## config.mk

```make
export PLATFORM = sky130hd
export DESIGN_NAME = param_pipe_shifter_flat
export DESIGN_NICKNAME = d
export VERILOG_FILES = /design/src/rtl/param_pipe_shifter_if.sv /design/src/rtl/param_pipe_shifter.sv /design/src/flat_wrapper.sv
export SDC_FILE = /design/constraint.sdc
export NUM_CORES = 1
export LEC_CHECK = 0
export ABC_AREA = 0
export CAP_MARGIN = 20
export CORE_ASPECT_RATIO = 0.6
export CORE_MARGIN = 3
export CORE_UTILIZATION = 50
export CTS_BUF_LIST = sky130_fd_sc_hd__clkbuf_2 sky130_fd_sc_hd__clkbuf_4 sky130_fd_sc_hd__clkbuf_8
export DETAILED_ROUTE_END_ITERATION = 10
export MAX_ROUTING_LAYER = met4
export PLACE_DENSITY = 0.75
export REMOVE_ABC_BUFFERS = 1
export SLEW_MARGIN = 40
export SYNTH_ARGS = -nofsm -noshare
export SYNTH_HDL_FRONTEND = slang
export SYNTH_SLANG_ARGS = --single-unit
```

## constraint.sdc

```tcl
create_clock -name clk -period 3.54 [get_ports clk]
set_input_delay 0.531 -clock clk [delete_from_list [all_inputs] [get_ports clk]]
set_output_delay 0.531 -clock clk [all_outputs]
set_load 0.01 [all_outputs]
```

## src/rtl/param_pipe_shifter_if.sv

```systemverilog
// param_pipe_shifter_if
//   Valid/ready bundle for param_pipe_shifter. WIDTH must match the shifter
//   instance that uses it.
//   Ports (signals):
//     in_valid/in_ready/in_data/in_shamt/in_op     : operand side
//     out_valid/out_ready/out_data[/out_carry]     : result side
//   Optional macro: SHIFTER_CARRY_EN adds out_carry.
//   modport master : producer of operands / consumer of results (testbench, ALU)
//   modport slave  : the shifter itself
interface param_pipe_shifter_if #(
  parameter int WIDTH = 32
);
  localparam int SHAMT_W = $clog2(WIDTH);

  logic               in_valid;
  logic               in_ready;
  logic [WIDTH-1:0]   in_data;
  logic [SHAMT_W-1:0] in_shamt;
  logic [1:0]         in_op;
  logic               out_valid;
  logic               out_ready;
  logic [WIDTH-1:0]   out_data;
`ifdef SHIFTER_CARRY_EN
  logic               out_carry;

  modport master (
    output in_valid, in_data, in_shamt, in_op, out_ready,
    input  in_ready, out_valid, out_data, out_carry
  );
  modport slave (
    input  in_valid, in_data, in_shamt, in_op, out_ready,
    output in_ready, out_valid, out_data, out_carry
  );
`else
  modport master (
    output in_valid, in_data, in_shamt, in_op, out_ready,
    input  in_ready, out_valid, out_data
  );
  modport slave (
    input  in_valid, in_data, in_shamt, in_op, out_ready,
    output in_ready, out_valid, out_data
  );
`endif
endinterface

```

## src/rtl/param_pipe_shifter.sv

```systemverilog
// param_pipe_shifter
//   Pipelined barrel shifter: log2(WIDTH) mux stages (1, 2, 4, ... bits),
//   a register after every STAGES_PER_REG stages, final stage registered.
//   Ops: 00 SLL, 01 SRL, 10 SRA, 11 ROR. Full-pipeline stall on backpressure.
//   Ports:
//     clk    : clock, rising edge
//     n_rst  : asynchronous active-low reset
//     bus    : param_pipe_shifter_if.slave (operand + result handshake)
//   Optional macro: SHIFTER_CARRY_EN adds out_carry (last bit shifted out).
module param_pipe_shifter #(
  parameter int WIDTH          = 32,
  parameter int STAGES_PER_REG = 2
) (
  input logic                 clk,
  input logic                 n_rst,
  param_pipe_shifter_if.slave bus
);
  localparam int SHAMT_W = $clog2(WIDTH);
  localparam int LAT     = (SHAMT_W + STAGES_PER_REG - 1) / STAGES_PER_REG;

  localparam logic [1:0] OP_SLL = 2'b00;
  localparam logic [1:0] OP_SRL = 2'b01;
  localparam logic [1:0] OP_SRA = 2'b10;

  logic advance;

  for (genvar j = 0; j < LAT; j++) begin : g_grp
    localparam int LO = j * STAGES_PER_REG;
    localparam int HI = ((j + 1) * STAGES_PER_REG > SHAMT_W) ? SHAMT_W
                                                              : (j + 1) * STAGES_PER_REG;
    // Shift-amount bits this group is responsible for.
    localparam logic [SHAMT_W-1:0] MASK = SHAMT_W'(((1 << HI) - 1) ^ ((1 << LO) - 1));

    logic [WIDTH-1:0]   d_i;
    logic [WIDTH-1:0]   d_n;
    logic [WIDTH-1:0]   d_r;
    logic [SHAMT_W-1:0] sh_i;
    logic [SHAMT_W-1:0] en;
    logic [1:0]         op_i;
    logic               sg_i;
    logic               v_i;
    logic               v_r;
`ifdef SHIFTER_CARRY_EN
    logic               c_i;
    logic               c_n;
    logic               c_r;
    logic [WIDTH-1:0]   t;
`endif

    if (j == 0) begin : g_src
      assign d_i  = bus.in_data;
      assign sh_i = bus.in_shamt;
      assign op_i = bus.in_op;
      assign sg_i = bus.in_data[WIDTH-1];
      assign v_i  = bus.in_valid;
`ifdef SHIFTER_CARRY_EN
      assign c_i  = 1'b0;
`endif
    end else begin : g_src
      assign d_i  = g_grp[j-1].d_r;
      assign sh_i = g_grp[j-1].g_ctl.sh_r;
      assign op_i = g_grp[j-1].g_ctl.op_r;
      assign sg_i = g_grp[j-1].g_ctl.sg_r;
      assign v_i  = g_grp[j-1].v_r;
`ifdef SHIFTER_CARRY_EN
      assign c_i  = g_grp[j-1].c_r;
`endif
    end

    // Stages are applied in increasing weight, so the carry of the last
    // enabled stage is the last bit shifted out of the whole operation.
    always_comb begin
      d_n = d_i;
      en  = sh_i & MASK;
`ifdef SHIFTER_CARRY_EN
      c_n = c_i;
      t   = '0;
`endif
      for (int k = 0; k < SHAMT_W; k++) begin
        if (en[k]) begin
          case (op_i)
            OP_SLL: begin
`ifdef SHIFTER_CARRY_EN
              t   = d_n >> (WIDTH - (1 << k));
              c_n = t[0];
`endif
              d_n = d_n << (1 << k);
            end
            OP_SRL: begin
`ifdef SHIFTER_CARRY_EN
              t   = d_n >> ((1 << k) - 1);
              c_n = t[0];
`endif
              d_n = d_n >> (1 << k);
            end
            OP_SRA: begin
`ifdef SHIFTER_CARRY_EN
              t   = d_n >> ((1 << k) - 1);
              c_n = t[0];
`endif
              // Fill from the original operand's sign, carried down the pipe.
              d_n = (d_n >> (1 << k)) | ({WIDTH{sg_i}} << (WIDTH - (1 << k)));
            end
            default: begin
              d_n = (d_n >> (1 << k)) | (d_n << (WIDTH - (1 << k)));
`ifdef SHIFTER_CARRY_EN
              c_n = d_n[WIDTH-1];
`endif
            end
          endcase
        end
      end
    end

    always_ff @(posedge clk or negedge n_rst) begin
      if (!n_rst) begin
        d_r <= '0;
        v_r <= 1'b0;
`ifdef SHIFTER_CARRY_EN
        c_r <= 1'b0;
`endif
      end else if (advance) begin
        d_r <= d_n;
        v_r <= v_i;
`ifdef SHIFTER_CARRY_EN
        c_r <= c_n;
`endif
      end
    end

    // The last group has no consumer for shamt/op/sign, so they stop here.
    if (j < LAT - 1) begin : g_ctl
      logic [SHAMT_W-1:0] sh_r;
      logic [1:0]         op_r;
      logic               sg_r;

      always_ff @(posedge clk or negedge n_rst) begin
        if (!n_rst) begin
          sh_r <= '0;
          op_r <= '0;
          sg_r <= 1'b0;
        end else if (advance) begin
          sh_r <= sh_i;
          op_r <= op_i;
          sg_r <= sg_i;
        end
      end
    end
  end

  assign advance      = !g_grp[LAT-1].v_r || bus.out_ready;
  assign bus.in_ready = advance;
  assign bus.out_valid = g_grp[LAT-1].v_r;
  assign bus.out_data  = g_grp[LAT-1].d_r;
`ifdef SHIFTER_CARRY_EN
  assign bus.out_carry = g_grp[LAT-1].c_r;
`endif

endmodule

```

## src/flat_wrapper.sv

```systemverilog
// flat-port wrapper written by rule: the top's interface ports become plain ports
module param_pipe_shifter_flat 
#(
  parameter int WIDTH          = 32,
  parameter int STAGES_PER_REG = 2
)
  (clk, n_rst, bus_in_valid, bus_in_data, bus_in_shamt, bus_in_op, bus_out_ready, bus_in_ready, bus_out_valid, bus_out_data);
  param_pipe_shifter_if #(.WIDTH(WIDTH)) bus_i ();
  input logic clk;
  input logic n_rst;
  input wire logic [$bits(bus_i.in_valid)-1:0] bus_in_valid;
  input wire logic [$bits(bus_i.in_data)-1:0] bus_in_data;
  input wire logic [$bits(bus_i.in_shamt)-1:0] bus_in_shamt;
  input wire logic [$bits(bus_i.in_op)-1:0] bus_in_op;
  input wire logic [$bits(bus_i.out_ready)-1:0] bus_out_ready;
  output wire logic [$bits(bus_i.in_ready)-1:0] bus_in_ready;
  output wire logic [$bits(bus_i.out_valid)-1:0] bus_out_valid;
  output wire logic [$bits(bus_i.out_data)-1:0] bus_out_data;
  assign bus_i.in_valid = bus_in_valid;
  assign bus_i.in_data = bus_in_data;
  assign bus_i.in_shamt = bus_in_shamt;
  assign bus_i.in_op = bus_in_op;
  assign bus_i.out_ready = bus_out_ready;
  assign bus_in_ready = bus_i.in_ready;
  assign bus_out_valid = bus_i.out_valid;
  assign bus_out_data = bus_i.out_data;
  param_pipe_shifter #(.WIDTH(WIDTH), .STAGES_PER_REG(STAGES_PER_REG)) u_core (.clk(clk), .n_rst(n_rst), .bus(bus_i));
endmodule
```

# After elaboration in Yosys (flattened, before gate mapping)
# Cells that the tools add are included.
[word_totals]
register_bits = 115
word_cells = 43
[classes]
eq_ne = 6
n_bitwise = 10
n_reduce_logical = 5
n_mux = 10
[op_table]
columns = ["op", "n"]
rows = [
  ["32-bit one-hot mux with 3 select lines", 5],
  ["32-bit 2-to-1 mux", 5],
  ["16-bit by 32-bit OR with 32-bit output", 2],
  ["24-bit by 32-bit OR with 32-bit output", 2],
  ["28-bit by 32-bit OR with 32-bit output", 2],
  ["30-bit by 32-bit OR with 32-bit output", 2],
  ["31-bit by 32-bit OR with 32-bit output", 2],
  ["2-bit by 1-bit equality test with 1-bit output, second input constant", 3],
  ["2-bit equality test, second input constant", 3],
  ["2-bit logical NOT", 3],
  ["1-bit logical NOT", 1],
  ["1-bit logical OR", 1],
]

# Longest topological paths before layout
# Gate-level depths: netlist (run 1).
[logic_depth]
depth_word = 6
ltp_mapped = 7
ltp_nobuf = 5

# Worst setup path after synthesis (run 1)
# No wires, ideal clock.
[synth_path]
kind = "input port to output port"
from = "input port bus_out_ready"
to = "output port bus_in_ready"
t_arrival_ps = 1391
required_ps = 3009
path_buffers = 3
setup_slack_ps = 1618
stages = 5
cell_sequence = "nor2b_1 -> inv_1 -> buf_2 -> buf_2 -> buf_1"
[synth_between]
elab_chain_cells = 1
[synth_rtl]
columns = ["item", "line_no", "text"]
rows = [
  ["from (decl)", "flat_wrapper.sv:15", "input wire logic [$bits(bus_i.out_ready)-1:0] bus_out_ready;"],
  ["1-bit logical OR", "param_pipe_shifter.sv:151", "assign advance = !g_grp[LAT-1].v_r || bus.out_ready;"],
  ["to (decl)", "flat_wrapper.sv:16", "output wire logic [$bits(bus_i.in_ready)-1:0] bus_in_ready;"],
]
# Every way passes these cells.

# Worst setup path in the final report (run 1)
# Same ends and word-level chain as after synthesis.

==> results of run 1 <==
power groups by stage:
stage               sequential (uW)  combinational (uW)  clock (uW)
detailed placement             2360                2840           0
floorplan                      2360                1640           0
global route                   2440                3190         792
CTS                            2340                2850         736
finish                         2370                2880         721
global placement               2360                2770           0
cell type report:
cell class,instances,share of cell area (%)
Inverter,6,0.276
Clock inverter,5,0.421
Clock buffer,11,1.68
Timing Repair Buffer,98,10.8
Sequential cell,109,31.7
Multi-Input combinational cell,762,52.2
Tap cell,198,2.88
logic make-up after synthesis:
| kind of cell | share of synthesized area [%] |
|---|---|
| multiplexers | 4.75 |
| flip-flops | 35.5 |
| AO/OA/AOI/OAI | 30.7 |
| buffers and inverters | 6.18 |
| AND/OR/NAND/NOR | 22.9 |
synth_stat cells (all sizes together), types with 4 or more instances:
master    n
nor4      8
a31oi    53
o21ai   103
nand2b    8
a21oi    99
o22ai    12
a21o     17
a311oi   30
o211ai    4
a221o     5
nor3     26
nand2   117
nor2    101
clkbuf   47
o22a     10
or3b     36
mux2i    32
a311o     8
buf      48
nor2b    21
a211oi    5
dfrtp   109
and2     16
inv       5
nand3     7
worst reg2reg max path, delay by kind of cell (launching register included):
family | cells | cell delay, ps
AND/OR/NAND/NOR | 3 | 1080
flip-flops | 1 | 390
buffers and inverters | 1 | 520
state kept, by name, summed over array words and instances (netlist names):
register / flops
u_core.bus.out_valid: 1
u_core.g_grp.d_r: 64
u_core.g_grp.g_ctl.sh_r: 4
u_core.bus.out_data: 32
u_core.g_grp.g_ctl.op_r: 4
u_core.g_grp.g_ctl.sg_r: 2
u_core.g_grp.v_r: 2
worst min-delay path by stage:
stage	startpoint	to	depth (start not counted)
final	n_rst	u_core.g_grp[0].d_r[28]	1
after global routing	n_rst	u_core.g_grp[0].d_r[28]	1
after CTS	n_rst	u_core.g_grp[0].g_ctl.sh_r[2]	1
after detailed placement	u_core.g_grp[1].g_ctl.sg_r	u_core.g_grp[1].g_ctl.sg_r	2
after global placement	u_core.g_grp[1].v_r	u_core.g_grp[1].v_r	2
after floorplan	n_rst	u_core.bus.out_data[0]	0
metrics by stage:
| stage | utilization [%] | hold slack, ps | total power, uW | setup slack [ps] |
|---|---|---|---|---|
| after floorplan | - | 235 | 4000 | -3850 |
| after global placement | 57.1 | 443 | 5140 | 1020 |
| after detailed placement | 57.1 | 447 | 5200 | 1030 |
| after CTS | 58.3 | 167 | 5930 | 1020 |
| after global routing | 58.4 | 176 | 6420 | 939 |
| final | 58.4 | 131 | 5970 | 1020 |
routing by layer:
| layer | vias to the layer above | part of all wire, % | wire length, um |
|---|---|---|---|
| met3 | 34 | 12 | 2760 |
| met2 | 416 | 41 | 9420 |
| met4 | 0 | 1.0 | 243 |
| met5 | - | 0 | 0 |
| met1 | 3740 | 46 | 10700 |
| li1 | 3607 | - | - |
==> summary.txt, run 1 <==
Clocking
  • Quantity of gates resized following cts: 0
  • Hold bufs inserted after CTS: 0
  • Deepest level of the CTS H-tree: 3
  • Clock tree from TritonCTS: yes
  • Post-CTS Setup Repair Bufs: 0
  • Clock latency on the worst-skew pair: roughly 400 ps
  • Number of clock sinks seen by CTS: about 110
  • CTS clock-pin slew for the worst setup and hold paths: about 110 ps
  • Clk root buf: sky130_fd_sc_hd__clkbuf_8
  • TritonCTS buffer count: 9
  • Maximum number of buffers from clock root to sink: 2

Critical path
  • Critical Path AT: 1980 ps
  • CP Max Fanout: 21
  • Cell with the biggest individual delay on the critical path: sky130_fd_sc_hd__clkdlybuf4s50_1
  • Largest stage delay, worst path: just under 600 ps
  • Endpoint of the most critical register-to-register path: u_core.g_grp[1].d_r[20]
  • Crit Path Category: in2out
  • Worst EP required: around 3000 ps
  • Startpoint of the worst register-to-register path: u_core.g_grp[0].g_ctl.sh_r[2]
  • Top delay family on crit path: buffers and inverters
  • Slack of the worst reg-to-reg path: between 1000 and 1500 ps
  • Crit path buffers/inverters: 3
  • Worst setup SP type: input pin
  • CP endpoint: bus_in_ready
  • Worst setup EP type: output port
  • Ordered list of cells on the worst path: clkdlybuf4s50_1 > nor2b_4 > clkinv_2 > clkdlybuf4s50_1
  • Worst setup path start: bus_out_ready
  • Worst R2R Path Depth: 4
  • Most repeated library cell on the critical path: sky130_fd_sc_hd__clkdlybuf4s50_1
  • Levels on crit path: 4

Floorplanning
  • Count of pins on the block boundary: 77
  • Horizontal extent of the die: 166 um
  • Die Outline Area: about 17000 um2
  • Placeable Area: 14800 um2
  • Vertical die dimension: slightly above 100 um
  • Initial Utilization: between 50% and 60%
  • Rows: 34

Synth
  • Mapped Cells: a little under 1000
  • Number of synthesized flops with an enable pin: 0
  • Sequential share of the synthesized area: 35.5%
  • Synthesized area: roughly 7700 um2
  • Library cells used by synthesis: between 60 and 70
  • Primary flip-flop cell chosen by synthesis mapping: sky130_fd_sc_hd__dfrtp_1
  • Number of synthesized register bits: approximately 110
  • Synth area leaders: sky130_fd_sc_hd__dfrtp_1 35%, sky130_fd_sc_hd__a21oi_1 6.4%, sky130_fd_sc_hd__o21ai_0 6.3%
  • Cell type contributing the most total cell area after synthesis: sky130_fd_sc_hd__dfrtp_1
  • Average cell area after synthesis: between 7 and 8 um2
  • Share of the synthesized area in the top cell type: 35.5%
  • FFs w/ async S/R, synth: 100%
  • Yosys warning count: 0

Global routing
  • Met3 demand-to-capacity share in global routing: under 10%
  • GRT Max-Usage Layer: met1
  • Largest net degree at the start of global routing: 83
  • Number of antenna violations at the first check in global routing: 0
  • Grt met2 use: a little under two fifths
  • Via count of the first global-routing pass: about 7000
  • Total congestion overflow after global routing: 0
  • Global-route wire length before repair: 37900 um
  • Total GRT Usage: roughly 28%
  • Global routing met1 resource utilization: 42.6%

Detailed routing
  • DR iter-0 viols: 976
  • Drt total wl: between 20000 and 25000 um
  • Vias per std cell: about 6.6
  • Wire per inst: 19.5 um
  • Drc violations: 0
  • Via Count: approximately 7800
  • Residual antenna-violating net count after detailed routing: 0
  • DRT Pass-1 Iters: 6

STA
  • Final critical path time including I/O delays and setup: between 2000 and 3000 ps
  • Total negative setup slack: 0 ps
  • Highest Clock Rate: just under 400 MHz
  • Number of pins exceeding their max-slew limit in the final report: 0
  • RSZ-0062 raised after global routing: false
  • Measured slew at the worst slew-check pin: roughly 810 ps
  • Period Utilization, post-route: 71.1%
  • Normalized max-slew margin: between 40% and 50%
  • Worst setup skew after layout: roughly 17 ps
  • Setup violators final: 0
  • Hold violation total from the final report: 0

Pwr
  • Part of the power in registers: about two fifths
  • Areal power density over the cells: about 690 nW/um2
  • Net Switching: about 2600 uW
  • Clock share of power: 12.1%
  • Internal power consumption: 3360 uW
  • Switch share: a little over two fifths
  • Combinational Power Share: about half
  • Highest ir drop seen on vdd: 0.415 mV
  • Cell leakage power: approximately 0.0034 uW

Worst hold path
  • HP Class: in2async

Placed design
  • Routability congestion estimate: approximately 1
  • Placed instance area: approximately 8400 um2
  • Total placed cells including tap cells: between 1000 and 1500
  • Number of I/O port buffers: 76
  • Hpwl dp: about 16000 um

Layout
  • Fill cells: around 1300
  • Synth-to-layout area growth: 12.1%
  • Count of inserted antenna diode cells: 0
  • Number of nets in the layout: between 1000 and 1500
  • Share of post-route cells with drive strength above 1: just over 8%
  • Area taken by multi-input logic gates: 4500 um2
  • Final cell area excluding filler cells: roughly 8600 um2
  • Most frequent cells in the layout: 117 x sky130_fd_sc_hd__nand2_1, 107 x sky130_fd_sc_hd__dfrtp_1, 99 x sky130_fd_sc_hd__a21oi_1
  • Most common library cell in the layout ignoring fill and taps: sky130_fd_sc_hd__nand2_1
  • Count of placed standard cells in the final layout, fillers left out: 1189
  • Register area: about 2700 um2

Job
  • Number of violations of the max-capacitance limit: 0

Outcome
  • Run status: completed
Note: power is estimated with default switching activity, not from simulation.
==> inputs of run 2 (changes only) <==
clock period = 2.4 ns   (was 3.54 ns; I/O delays follow)
==> summary.txt, run 2 (same netlist as run 1, synthesis figures left out) <==
Worst hold path
  • Endpoint, Worst Hold: u_core.g_grp[1].v_r
  • Instance count along the most critical hold path: 2
  • HP Class: reg2reg (was in2async)
  • Startpoint of the most critical hold path: u_core.g_grp[1].v_r

Detailed routing
  • Drc violations: 0 (unchanged)
  • Residual antenna-violating net count after detailed routing: 0 (unchanged)
  • DRT Pass-1 Iters: 6 (unchanged)
  • Wire per inst: 19.7 um (was 19.5 um)
  • DR iter-0 viols: 1037 (was 976)
  • Vias per std cell: 6.52 (was 6.56)
  • Drt total wl: 23800 um (was 23200 um)
  • Via Count: 7892 (was 7797)

Critical path
  • CP Max Fanout: 4 (was 21)
  • Worst setup EP type: output port (unchanged)
  • Worst setup SP type: input pin (unchanged)
  • Slack of the worst reg-to-reg path: 400 ps (was 1410 ps)
  • Crit Path Category: in2out (unchanged)
  • Worst R2R Path Depth: 5 (was 4)
  • Startpoint of the worst register-to-register path: u_core.g_grp[0].g_ctl.sh_r[2] (unchanged)
  • Critical Path AT: 1670 ps (was 1980 ps)
  • Worst EP required: 2040 ps (was 3010 ps)
  • Endpoint of the most critical register-to-register path: u_core.g_grp[1].d_r[23] (was u_core.g_grp[1].d_r[20])

Floorplanning
  • Initial Utilization: 52.1% (unchanged)
  • Placeable Area: 14800 um2 (unchanged)
  • Rows: 34 (unchanged)
  • Count of pins on the block boundary: 77 (unchanged)
  • Die Outline Area: 16900 um2 (unchanged)
  • Vertical die dimension: 102 um (unchanged)
  • Horizontal extent of the die: 166 um (unchanged)

Layout
  • Number of flip-flops under the largest register name: 64 (unchanged)
  • Most frequent cells in the layout: 117 x sky130_fd_sc_hd__nand2_1, 108 x sky130_fd_sc_hd__dfrtp_1, 99 x sky130_fd_sc_hd__a21oi_1 (was 117 x sky130_fd_sc_hd__nand2_1, 107 x sky130_fd_sc_hd__dfrtp_1, 99 x sky130_fd_sc_hd__a21oi_1)
  • Most common library cell in the layout ignoring fill and taps: sky130_fd_sc_hd__nand2_1 (unchanged)
  • Count of inserted antenna diode cells: 0 (unchanged)
  • Post-route core utilization: 60.6% (was 58.4%)
  • Final cell area excluding filler cells: 8940 um2 (was 8610 um2)
  • Share of post-route cells with drive strength above 1: 10.1% (was 8.27%)
  • Most flop-heavy register: u_core.g_grp.d_r (unchanged)
  • Number of nets in the layout: 1051 (was 1029)
  • Synth-to-layout area growth: 16.3% (was 12.1%)
  • Fill cells: 1315 (was 1346)

STA
  • Highest Clock Rate: between 400 and 500 MHz
  • Final critical path time including I/O delays and setup: 2030 ps
  • RSZ-0062 raised after global routing: false (unchanged)
  • Period Utilization, post-route: between 80% and 90%
  • Setup violators final: 0 (unchanged)
  • Number of pins exceeding their max-slew limit in the final report: 0 (unchanged)
  • Normalized max-slew margin: 51.5% (was 46.0%)
  • Hold violation total from the final report: 0 (unchanged)
  • Worst setup skew after layout: 16.0 ps (was 16.9 ps)
  • Crit path setup slack, layout: 371 ps (was 1020 ps)
  • Measured slew at the worst slew-check pin: 727 ps (was 809 ps)
  • Worst slack on hold paths: 470 ps (was 131 ps)

Clocking
  • Quantity of gates resized following cts: 0 (unchanged)
  • Clock latency on the worst-skew pair: 390 ps (was 400 ps)
  • Maximum number of buffers from clock root to sink: 2 (unchanged)
  • TritonCTS buffer count: 9 (unchanged)
  • Deepest level of the CTS H-tree: 3 (unchanged)
  • Clk root buf: sky130_fd_sc_hd__clkbuf_8 (unchanged)
  • Clock tree from TritonCTS: yes (unchanged)
  • Number of clock sinks seen by CTS: 109 (unchanged)
  • CTS clock-pin slew for the worst setup and hold paths: 110 ps (about the same)

Pwr
  • Areal power density over the cells: 1020 nW/um2 (was 693 nW/um2)
  • Highest ir drop seen on vdd: 0.567 mV (was 0.415 mV)
  • Cell leakage power: 0.00357 uW (was 0.00339 uW)
  • Overall Power: 9150 uW (was 5970 uW)

Global routing
  • Number of antenna violations at the first check in global routing: 0 (unchanged)
  • Total congestion overflow after global routing: 0 (unchanged)
  • Via count of the first global-routing pass: 6961 (was 6999)
  • Largest net degree at the start of global routing: 66 (was 83)
  • Total GRT Usage: 28.9% (was 28.1%)
  • Global-route wire length before repair: 38600 um (was 37900 um)

Placed design
  • Routability congestion estimate: 1.05 (was 0.989)
  • Placed instance area: 8720 um2 (was 8430 um2)
  • Number of I/O port buffers: 76 (unchanged)
  • Hpwl dp: 17300 um (was 16400 um)
  • Place WS: 264 ps (was 1030 ps)

Job
  • Number of violations of the max-capacitance limit: 0 (unchanged)

Outcome
  • Run status: completed (unchanged)
-- run 2: area by class of cell --
cell class	instances	area, um2	share of cell area (%)
clock buffer	10	138	1.54
clock inverter	6	70.1	0.784
inverter	6	23.8	0.266
multi-input combinational	762	4500	50.3
sequential	109	2730	30.5
tap	198	248	2.77
timing repair buffer	120	1240	13.8
-- run 2: report_power, final --
part / switching (uW) / total, uW / internal (uW)
clock: 674 / 1190 / 520
sequential: 871 / 3470 / 2600
combinational: 2400 / 4490 / 2100
total: 3940 / 9150 / 5210
-- run 2: stage by stage --
| stage | TNS (ps) | cells |
|---|---|---|
| 5_1_grt | 0 | 1211 |
| 2_1_floorplan | -413270 | 877 |
| 4_1_cts | 0 | 1211 |
| 3_5_place_dp | 0 | 1194 |
| 3_3_place_gp | 0 | 1194 |
| 6_report | 0 | 1211 |
-- run 2: worst max-delay path: stages --
cell	delay, ps
sky130_fd_sc_hd__clkdlybuf4s50_1	440
sky130_fd_sc_hd__nor2b_4	240
sky130_fd_sc_hd__clkinv_2	130
sky130_fd_sc_hd__clkdlybuf4s50_1	500
-- run 2: how the worst max path moves through the flow --
stage,end,slack [ps],start
global placement,u_core.g_grp[0].d_r[7],290,bus_in_op[1]
finish,bus_in_ready,370,bus_out_ready
global route,bus_in_ready,320,u_core.bus.out_valid
floorplan,u_core.g_grp[1].d_r[27],-4840,u_core.bus.out_valid
CTS,bus_in_ready,370,bus_out_ready
detailed placement,u_core.g_grp[0].d_r[28],260,bus_in_op[1]
-- run 2: routing by layer --
| metal | vias up | global-route usage [%] | wire [um] |
|---|---|---|---|
| li1 | 3652 | - | - |
| met1 | 3754 | 44.4 | 11300 |
| met2 | 456 | 38.6 | 9510 |
| met3 | 30 | 7.85 | 2790 |
| met4 | 0 | 3.45 | 192 |
| met5 | - | - | 0 |
-- run 2: timing repair --
| action | CTS | global route |
|---|---|---|
| endpoints found under the hold margin | 34 | 0 |
| buffers inserted | 0 | 0 |
| hold buffers | 1 | 0 |
